File: src/rtl/md5_pkg.sv
// rtl/md5_pkg.sv - MD5 initial vector constants and byte-swap helper shared by the search pipeline
package md5_pkg;

    localparam int DIGEST_W = 128;

    localparam logic [31:0] MD5_A0 = 32'h67452301;
    localparam logic [31:0] MD5_B0 = 32'hefcdab89;
    localparam logic [31:0] MD5_C0 = 32'h98badcfe;
    localparam logic [31:0] MD5_D0 = 32'h10325476;

    // MD5 state words are little-endian; the canonical digest lists byte 0 first.
    function automatic logic [31:0] bswap32(input logic [31:0] x);
        return {x[7:0], x[15:8], x[23:16], x[31:24]};
    endfunction

endpackage

File: src/rtl/sat_counter.sv
// rtl/sat_counter.sv - saturating up-counter with synchronous clear
// Ports:
//   clk    clock
//   reset  synchronous, active-high; zeroes q
//   clr    synchronous clear; zeroes q, wins over inc
//   inc    increment request; ignored once q is all-ones
//   q      count value
module sat_counter #(
    parameter int W = 32
) (
    input  logic         clk,
    input  logic         reset,
    input  logic         clr,
    input  logic         inc,
    output logic [W-1:0] q
);

    always_ff @(posedge clk) begin
        if (reset || clr) begin
            q <= '0;
        end else if (inc && (q != '1)) begin
            q <= q + W'(1);
        end
    end

endmodule

File: src/rtl/md5_digest_match.sv
// rtl/md5_digest_match.sv - final MD5 stage: IV add, digest formation, target compare, hit capture
// Ports:
//   clk, reset           clock; synchronous active-high reset of every register
//   en                   pipeline advance shared with the hash_op chain
//   a_in..d_in           final state words from the last hash_op stage
//   m_in, valid_in       message block and its valid flag travelling with the state
//   target_hash          digest being searched for, byte 0 in [127:120]
//   clear                synchronous clear of capture/counter state (pipeline untouched)
//   hash_valid, hash_out candidate digest at the stage-2 output
//   match_found          sticky flag: first hit since reset/clear captured
//   match_msg/match_hash message block and digest of that first hit
//   match_count          hits since reset/clear (saturating)
//   tested_count         valid candidates since reset/clear (saturating)
module md5_digest_match
    import md5_pkg::*;
#(
    parameter int CNT_W = 32
) (
    input  logic                clk,
    input  logic                reset,
    input  logic                en,
    input  logic [31:0]         a_in,
    input  logic [31:0]         b_in,
    input  logic [31:0]         c_in,
    input  logic [31:0]         d_in,
    input  logic [511:0]        m_in,
    input  logic                valid_in,
    input  logic [DIGEST_W-1:0] target_hash,
    input  logic                clear,
    output logic                hash_valid,
    output logic [DIGEST_W-1:0] hash_out,
    output logic                match_found,
    output logic [511:0]        match_msg,
    output logic [DIGEST_W-1:0] match_hash,
    output logic [CNT_W-1:0]    match_count,
    output logic [CNT_W-1:0]    tested_count
);

    // Stage 1: state words with the IV folded in
    logic [31:0]  sa, sb, sc, sd;
    logic [511:0] m1;
    logic         v1;

    // Stage 2: canonical digest and its compare result
    logic [DIGEST_W-1:0] dig2;
    logic [511:0]        m2;
    logic                v2;
    logic                hit2;

    logic [DIGEST_W-1:0] dig1;

    assign dig1 = {bswap32(sa), bswap32(sb), bswap32(sc), bswap32(sd)};

    always_ff @(posedge clk) begin
        if (reset) begin
            sa   <= '0;
            sb   <= '0;
            sc   <= '0;
            sd   <= '0;
            m1   <= '0;
            v1   <= 1'b0;
            dig2 <= '0;
            m2   <= '0;
            v2   <= 1'b0;
            hit2 <= 1'b0;
        end else if (en) begin
            sa   <= a_in + MD5_A0;
            sb   <= b_in + MD5_B0;
            sc   <= c_in + MD5_C0;
            sd   <= d_in + MD5_D0;
            m1   <= m_in;
            v1   <= valid_in;
            dig2 <= dig1;
            m2   <= m1;
            v2   <= v1;
            // Bubbles carry garbage state, so the compare is qualified by v1.
            hit2 <= v1 && (dig1 == target_hash);
        end
    end

    assign hash_valid = v2;
    assign hash_out   = dig2;

    // First-hit capture; clear wins over a coincident hit, which is then lost.
    always_ff @(posedge clk) begin
        if (reset || clear) begin
            match_found <= 1'b0;
            match_msg   <= '0;
            match_hash  <= '0;
        end else if (en && hit2 && !match_found) begin
            match_found <= 1'b1;
            match_msg   <= m2;
            match_hash  <= dig2;
        end
    end

    sat_counter #(.W(CNT_W)) u_match_cnt (
        .clk   (clk),
        .reset (reset),
        .clr   (clear),
        .inc   (en && hit2),
        .q     (match_count)
    );

    sat_counter #(.W(CNT_W)) u_tested_cnt (
        .clk   (clk),
        .reset (reset),
        .clr   (clear),
        .inc   (en && v2),
        .q     (tested_count)
    );

endmodule
File: config.mk
export PLATFORM = sky130hd
export DESIGN_NAME = md5_digest_match
export DESIGN_NICKNAME = d
export VERILOG_FILES = /design/src/rtl/md5_pkg.sv /design/src/rtl/sat_counter.sv /design/src/rtl/md5_digest_match.sv
export SDC_FILE = /design/constraint.sdc
export NUM_CORES = 2
export LEC_CHECK = 0
export ABC_AREA = 1
export BUFFER_PORTS_ARGS = -buffer_cell sky130_fd_sc_hd__clkbuf_2
export CAP_MARGIN = 20
export CORE_AREA = 2 2 622 624
export CTS_BUF_LIST = sky130_fd_sc_hd__clkbuf_8
export CTS_CLUSTER_DIAMETER = 120
export DETAILED_ROUTE_END_ITERATION = 10
export DIE_AREA = 0 0 624 626
export SLEW_MARGIN = 20
export SYNTH_ARGS = -nofsm -noshare
export SYNTH_HDL_FRONTEND = slang
export SYNTH_SLANG_ARGS = --single-unit
File: constraint.sdc
create_clock -name clk -period 1.8 [get_ports clk]
set_clock_uncertainty 0.1 [all_clocks]
set_input_delay 0.18 -clock clk [delete_from_list [all_inputs] [get_ports clk]]
set_output_delay 0.18 -clock clk [all_outputs]
set_load 0.02 [all_outputs]
---- After elaboration in Yosys (flattened, before gate mapping) ----
Index checks and enable logic that the tools add are counted.
word-level totals
  latch bits .............................. 0
  input bits .............................. 773
  bits in read-only memories .............. 0
  register bits ........................... 1988
  output and inout port bits .............. 834
  memories kept ........................... 0
  bits in writable memories ............... 0
  logic and storage cells ................. 32
operators by class
  multiplexer cells ....................... 0
  add/sub/neg operators ................... 6
  bitwise gates (word level) .............. 0
  eq/ne operators ......................... 3
  multipliers ............................. 0
  reduce and logical (&&, ||, !) cells .... 8
  shift operators ......................... 0
  divide/modulo/power cells ............... 0
  order comparisons ....................... 0
operators with widths
  cell                                             number
  == test 128 bit                                  1
  adder 32 x 1 -> 32 bit (second input constant)   2
  adder 32 bit (second input constant)             2
  != test 32 bit (second input constant)           2
  adder 32 x 29 -> 32 bit (second input constant)  1
  adder 32 x 31 -> 32 bit (second input constant)  1
  logical AND 1 bit                                6
  zero test 1 bit                                  1
  logical OR 1 bit                                 1

---- Logic depth before layout (Yosys ltp) ----
  word-level depth ........................ 2
  mapped depth ............................ 15
  gate-level depth less buffers ........... 15

---- By module ----
Synthesis repeated with hierarchy kept, for this count alone.
unflattened totals
  cells, all modules ...................... 10265
  area, all modules ....................... 75829.0 um^2
modules (own cells, without submodules)
  module            times used  area each (um^2)  cells each  sequential area each (um^2)
  md5_digest_match  1           71772.6           9609        38516.9
  sat_counter       2           2028.2            328         640.6

---- Worst setup path after synthesis ----
No wires, ideal clock.
  path type ............................... reg2reg
  start ................................... reg u_match_cnt.q[0]
  end ..................................... reg u_match_cnt.q[25]
  cell stages (with the launch flop) ...... 13
  required time ........................... 1.568 ns
  buffers on the path ..................... 1
  setup time .............................. 0.132 ns
  clock period less this slack ............ 1.965 ns
  path slack .............................. -0.165 ns
  arrival time ............................ 1.733 ns
  path through ............................ dfxtp_1 ha_1 inv_1 nor2_1 nand2_1 nor2_4 nand2_1 nand2_2 buf_6 nor2_2 nand2_1 nand2_1 nor3b_2
between the ends
  cells in the longest elaborated chain, start to end .. 2
  elaborated cells on any way between the ends .. 3
  those cells by class .................... add/sub: 1; eq/ne: 1; reduce/logical: 1
ends and longest elaborated chain
  what                                                            line               RTL
  from (decl)                                                     sat_counter.sv:15  output logic [W-1:0] q
  from (signal assigned)                                          sat_counter.sv:22  q <= q + W'(1);
  branches (longest 2 deep; another with adder 32 x 1 -> 32 bit)  --
Several ways; the timed one is not identified.
A chain may end at the register's enable or synchronous reset.

---- Worst setup path after layout ----
  start ................................... in c_in[19]
  end ..................................... reg sc[31]
between the ends
  cells in the longest elaborated chain, start to end .. 1
ends and longest elaborated chain
  what                  line                    RTL
  from (decl)           md5_digest_match.sv:24  input logic [31:0] c_in,
  adder 32 bit          md5_digest_match.sv:69  sc <= c_in + MD5_C0;
  to (signal assigned)  md5_digest_match.sv:69
  to (decl)             md5_digest_match.sv:40  logic [31:0] sa, sb, sc, sd;
Every way passes these cells.

==> results by group <==
Status
  • Outcome: finished, violations left
  • Failing checks: hold timing, setup timing

Global route
  • Gr busiest metal: met2
  • Vias in the first global route: approximately 90000
  • Grt met3 use: under 10%
  • Largest net degree at the start of global routing: 165
  • Grt total ovfl: 0
  • Met2 usage: 33.0%
  • Global-route wire length before repair: 608 mm
  • Initial antenna violation count: roughly 160
  • GR Layer Usage met1: approximately 25%
  • Overall Global Routing Usage: approximately a fifth

Pwr
  • Peak supply drop: between 0.7 and 0.8 mV
  • Static leakage: about 63 nW
  • Pwr dens: 767 nW/um^2

Cells and area
  • NumNets Final: between 15000 and 20000
  • Storage cell area: 41100 um^2
  • Layout area overhead: 85.5%
  • Final instance area: about 140000 um^2
  • Layout cell share with drive strength beyond 1: 29.2%
  • Area of the multi-input gates: 32400 um^2
  • Fillers: ~37000

Timing
  • Worst Max-Slew Pin Slew: slightly below 0.9 ns
  • Unrepaired setup endpoints after global routing: yes
  • Final Setup Violations: ~1200
  • Max Fclk: 0.449 GHz
  • Slew margin rel.: about two fifths
  • Final Hold Viols: 2
  • Fin. max-slew vios: 0
  • Worst hold slack: -0.0218 ns
  • Post-route minimum period: between 2 and 2.5 ns
  • Tcrit/Tclk final: 124%
  • Setup ws final: -0.426 ns

Drt
  • Iteration-0 DRC count of the detailed router: about 8500
  • WL/cell: 22.8 um
  • Final ANT Viol Nets: 0
  • Post-route DRC: 0
  • DRT Wirelength: between 400 and 500 mm
  • Vias per cell: ~4.6
  • Via Count: just over 90000
  • TritonRoute pass-1 iters: 8

Worst setup path
  • WP data arrival: between 3 and 4 ns
  • Reg-to-reg endpoint: match_msg[100]$_SDFFE_PP0P_
  • Critical path startpoint category: input pin
  • CP Max Fanout: 6
  • Worst Setup EP: sc[31]$_SDFFE_PP0P_
  • Worst setup startpoint: c_in[19]
  • CP endpoint kind: register
  • Critical Path RT: 2.64 ns
  • Reg-to-reg slack, setup: -0.22 ns
  • R2r worst-path depth: 9
  • Critical path class: in -> reg
  • Worst R2R Start: match_found$_SDFFE_PP0P_

Clock tree
  • Worst skew pair latency: between 1 and 1.5 ns
  • H-tree levels: 5
  • Clk sink count: around 2000
  • CTS tree: done
  • Clock Tree Buf Depth: 4
  • CTS Root Buffer Type: clkbuf_8
  • Clock transition at the registers of the reported paths: roughly 0.07 ns
  • Num CTS Buffers: approximately 360

Min path
  • Worst Hold Class: in -> reg

Synthesis
  • Count of cell types in the netlist: 45
  • Sequential area share after synthesis: 52.8%
  • Synthesized area: approximately 75000 um^2
  • Syn nets: around 11000
  • Ys Warns: 0
  • Syn avg cell area: ~7.4 um^2
  • Register bit total from synthesis: around 2000
  • Synth Instances: approximately 10000

Die
  • Die width: 624 um
  • Die height: 626 um
  • Row count: 228
  • Initial core utilization: between 10% and 20%
  • I/O Pins: between 1500 and 2000
  • Die area: slightly below 400000 um^2
  • Core Area: roughly 380000 um^2

Run
  • Number of max-cap violations: 0

Placed design
  • Final GP Congestion: roughly 0.96
  • Post-Place Setup Slack: -0.618 ns
  • Placed cell area: slightly above 90000 um^2
  • IO Port Bufs: approximately 1600
  • DP HPWL: around 300 mm
==> cell usage after synthesis, drive strengths merged <==
master | count | area share, %
xor2 | 86 | 1.0
nand3b | 7 | 0.070
clkbuf | 448 | 2.2
a31o | 1 | 0.012
and2 | 4 | 0.033
nand2 | 971 | 4.9
clkinv | 2 | 0.010
nand2b | 1 | 0.0083
and3 | 5 | 0.042
nor4 | 7 | 0.058
nor3b | 4 | 0.053
inv | 621 | 3.1
buf | 207 | 1.4
ha | 6 | 0.10
a31oi | 12 | 0.10
xnor2 | 46 | 0.53
nand3 | 142 | 0.95
a21o | 4 | 0.040
a21boi | 3 | 0.030
nor3 | 69 | 0.47
or2 | 8 | 0.066
o22ai | 6 | 0.050
o21bai | 7 | 0.070
o21ai | 1831 | 12
dfxtp | 1988 | 53
o21a | 4 | 0.040
o221ai | 2 | 0.023
a21oi | 610 | 4.1
o2111ai | 1 | 0.012
nand4 | 35 | 0.29
o211ai | 6 | 0.060
o31ai | 1 | 0.010
nor2 | 3055 | 15
==> how the worst min path moves through the flow <==
stage	startpoint	endpoint	slack, ns	depth (start not counted)
2_1_floorplan	b_in[0]	sb[0]$_SDFFE_PP0P_	0.17	1
3_3_place_gp	m_in[100]	m1[100]$_SDFFE_PP0P_	0.30	3
3_5_place_dp	m_in[490]	m1[490]$_SDFFE_PP0P_	0.31	3
4_1_cts	c_in[21]	sc[21]$_SDFFE_PP0P_	-0.15	6
5_1_grt	c_in[7]	sc[20]$_SDFFE_PP0P_	-0.02	12
6_report	c_in[6]	sc[20]$_SDFFE_PP0P_	-0.02	12
==> what timing repair did <==
item	4_1_cts	5_1_grt
hold buffers	2228	11
gates cloned	15	57
buffers inserted	202	125
pin swaps	5	166
setup endpoints to repair	1464	1961
hold endpoints to repair	1970	167
gates resized for setup	2020	2189
==> layout by cell type, fill, tap and decap left out, drive strengths merged, types with 142 or more instances in the layout <==
cell type / instances
nor2: 3055
dlygate4sd3: 2174
dfxtp: 1988
o21ai: 1831
buf: 1637
clkbuf: 1446
nand2: 971
inv: 774
a21oi: 610
nand3: 142
==> critical path, cell delays in order <==
cell and delay, ns:
clkbuf_2 0.10, dlygate4sd3_1 0.69, nor2_2 0.25, inv_1 0.10
nand2_1 0.09, nand2_1 0.07, a21oi_1 0.25, nand2_1 0.09
nand2_1 0.06, dlygate4sd3_1 0.55, a31oi_1 0.07, dlygate4sd3_1 0.56
==> through the flow <==
step                cells  utilization, %  power [mW]   TNS (ns)
finish              20230            36.4         107     -61.10
global route        20177            36.3         111    -186.61
CTS                 19950            34.5         107    -234.95
detailed placement  16868            24.3        57.1     -67.13
global placement    16868            24.3        57.0     -65.80
floorplan           10200               -        52.2  -0.000968
==> where the power goes <==
part           internal (mW)  switching (mW)
combinational           7.40            7.52
sequential              45.9            1.46
clock                   23.2            21.8
total                   76.5            30.8
==> cells by family after synthesis <==
| group | count (synthesis) | synth area share [%] |
|---|---|---|
| flip-flops | 1988 | 52.8 |
| AND/OR/NAND/NOR | 4308 | 22.2 |
| XOR/XNOR | 132 | 1.53 |
| buffers and inverters | 1278 | 6.72 |
| AO/OA/AOI/OAI | 2488 | 16.7 |
| adder cells (fa/ha/maj) | 6 | 0.0997 |
==> routing by layer <==
layer  part of all wire (%)  wire [um]
met5                  0.083        382
met4                    8.5      39000
met3                    9.0      41400
met2                     44     203000
met1                     38     177000
==> state kept, by name (all words and copies together), names as in the netlist <==
register and cells:
match_found 1, sd 32, match_msg 512, m2 512
m1 512, sa 32, v1 1, u_tested_cnt.q 32
sb 32, u_match_cnt.q 32, sc 32, hash_valid 1
hash_out 128, match_hash 128, hit2 1
==> final cells by class <==
cell class                 instances  share of cell area, %
timing repair inverter             3                 0.0260
timing repair buffer            4841                   35.6
sequential                      1988                   29.4
multi-input combinational       6934                   23.2
clock inverter                   210                  0.972
tap                             5060                   4.53
inverter                         623                   1.75
clock buffer                     431                   4.25
antenna                          140                  0.251
(Power assumes the default switching activity.)
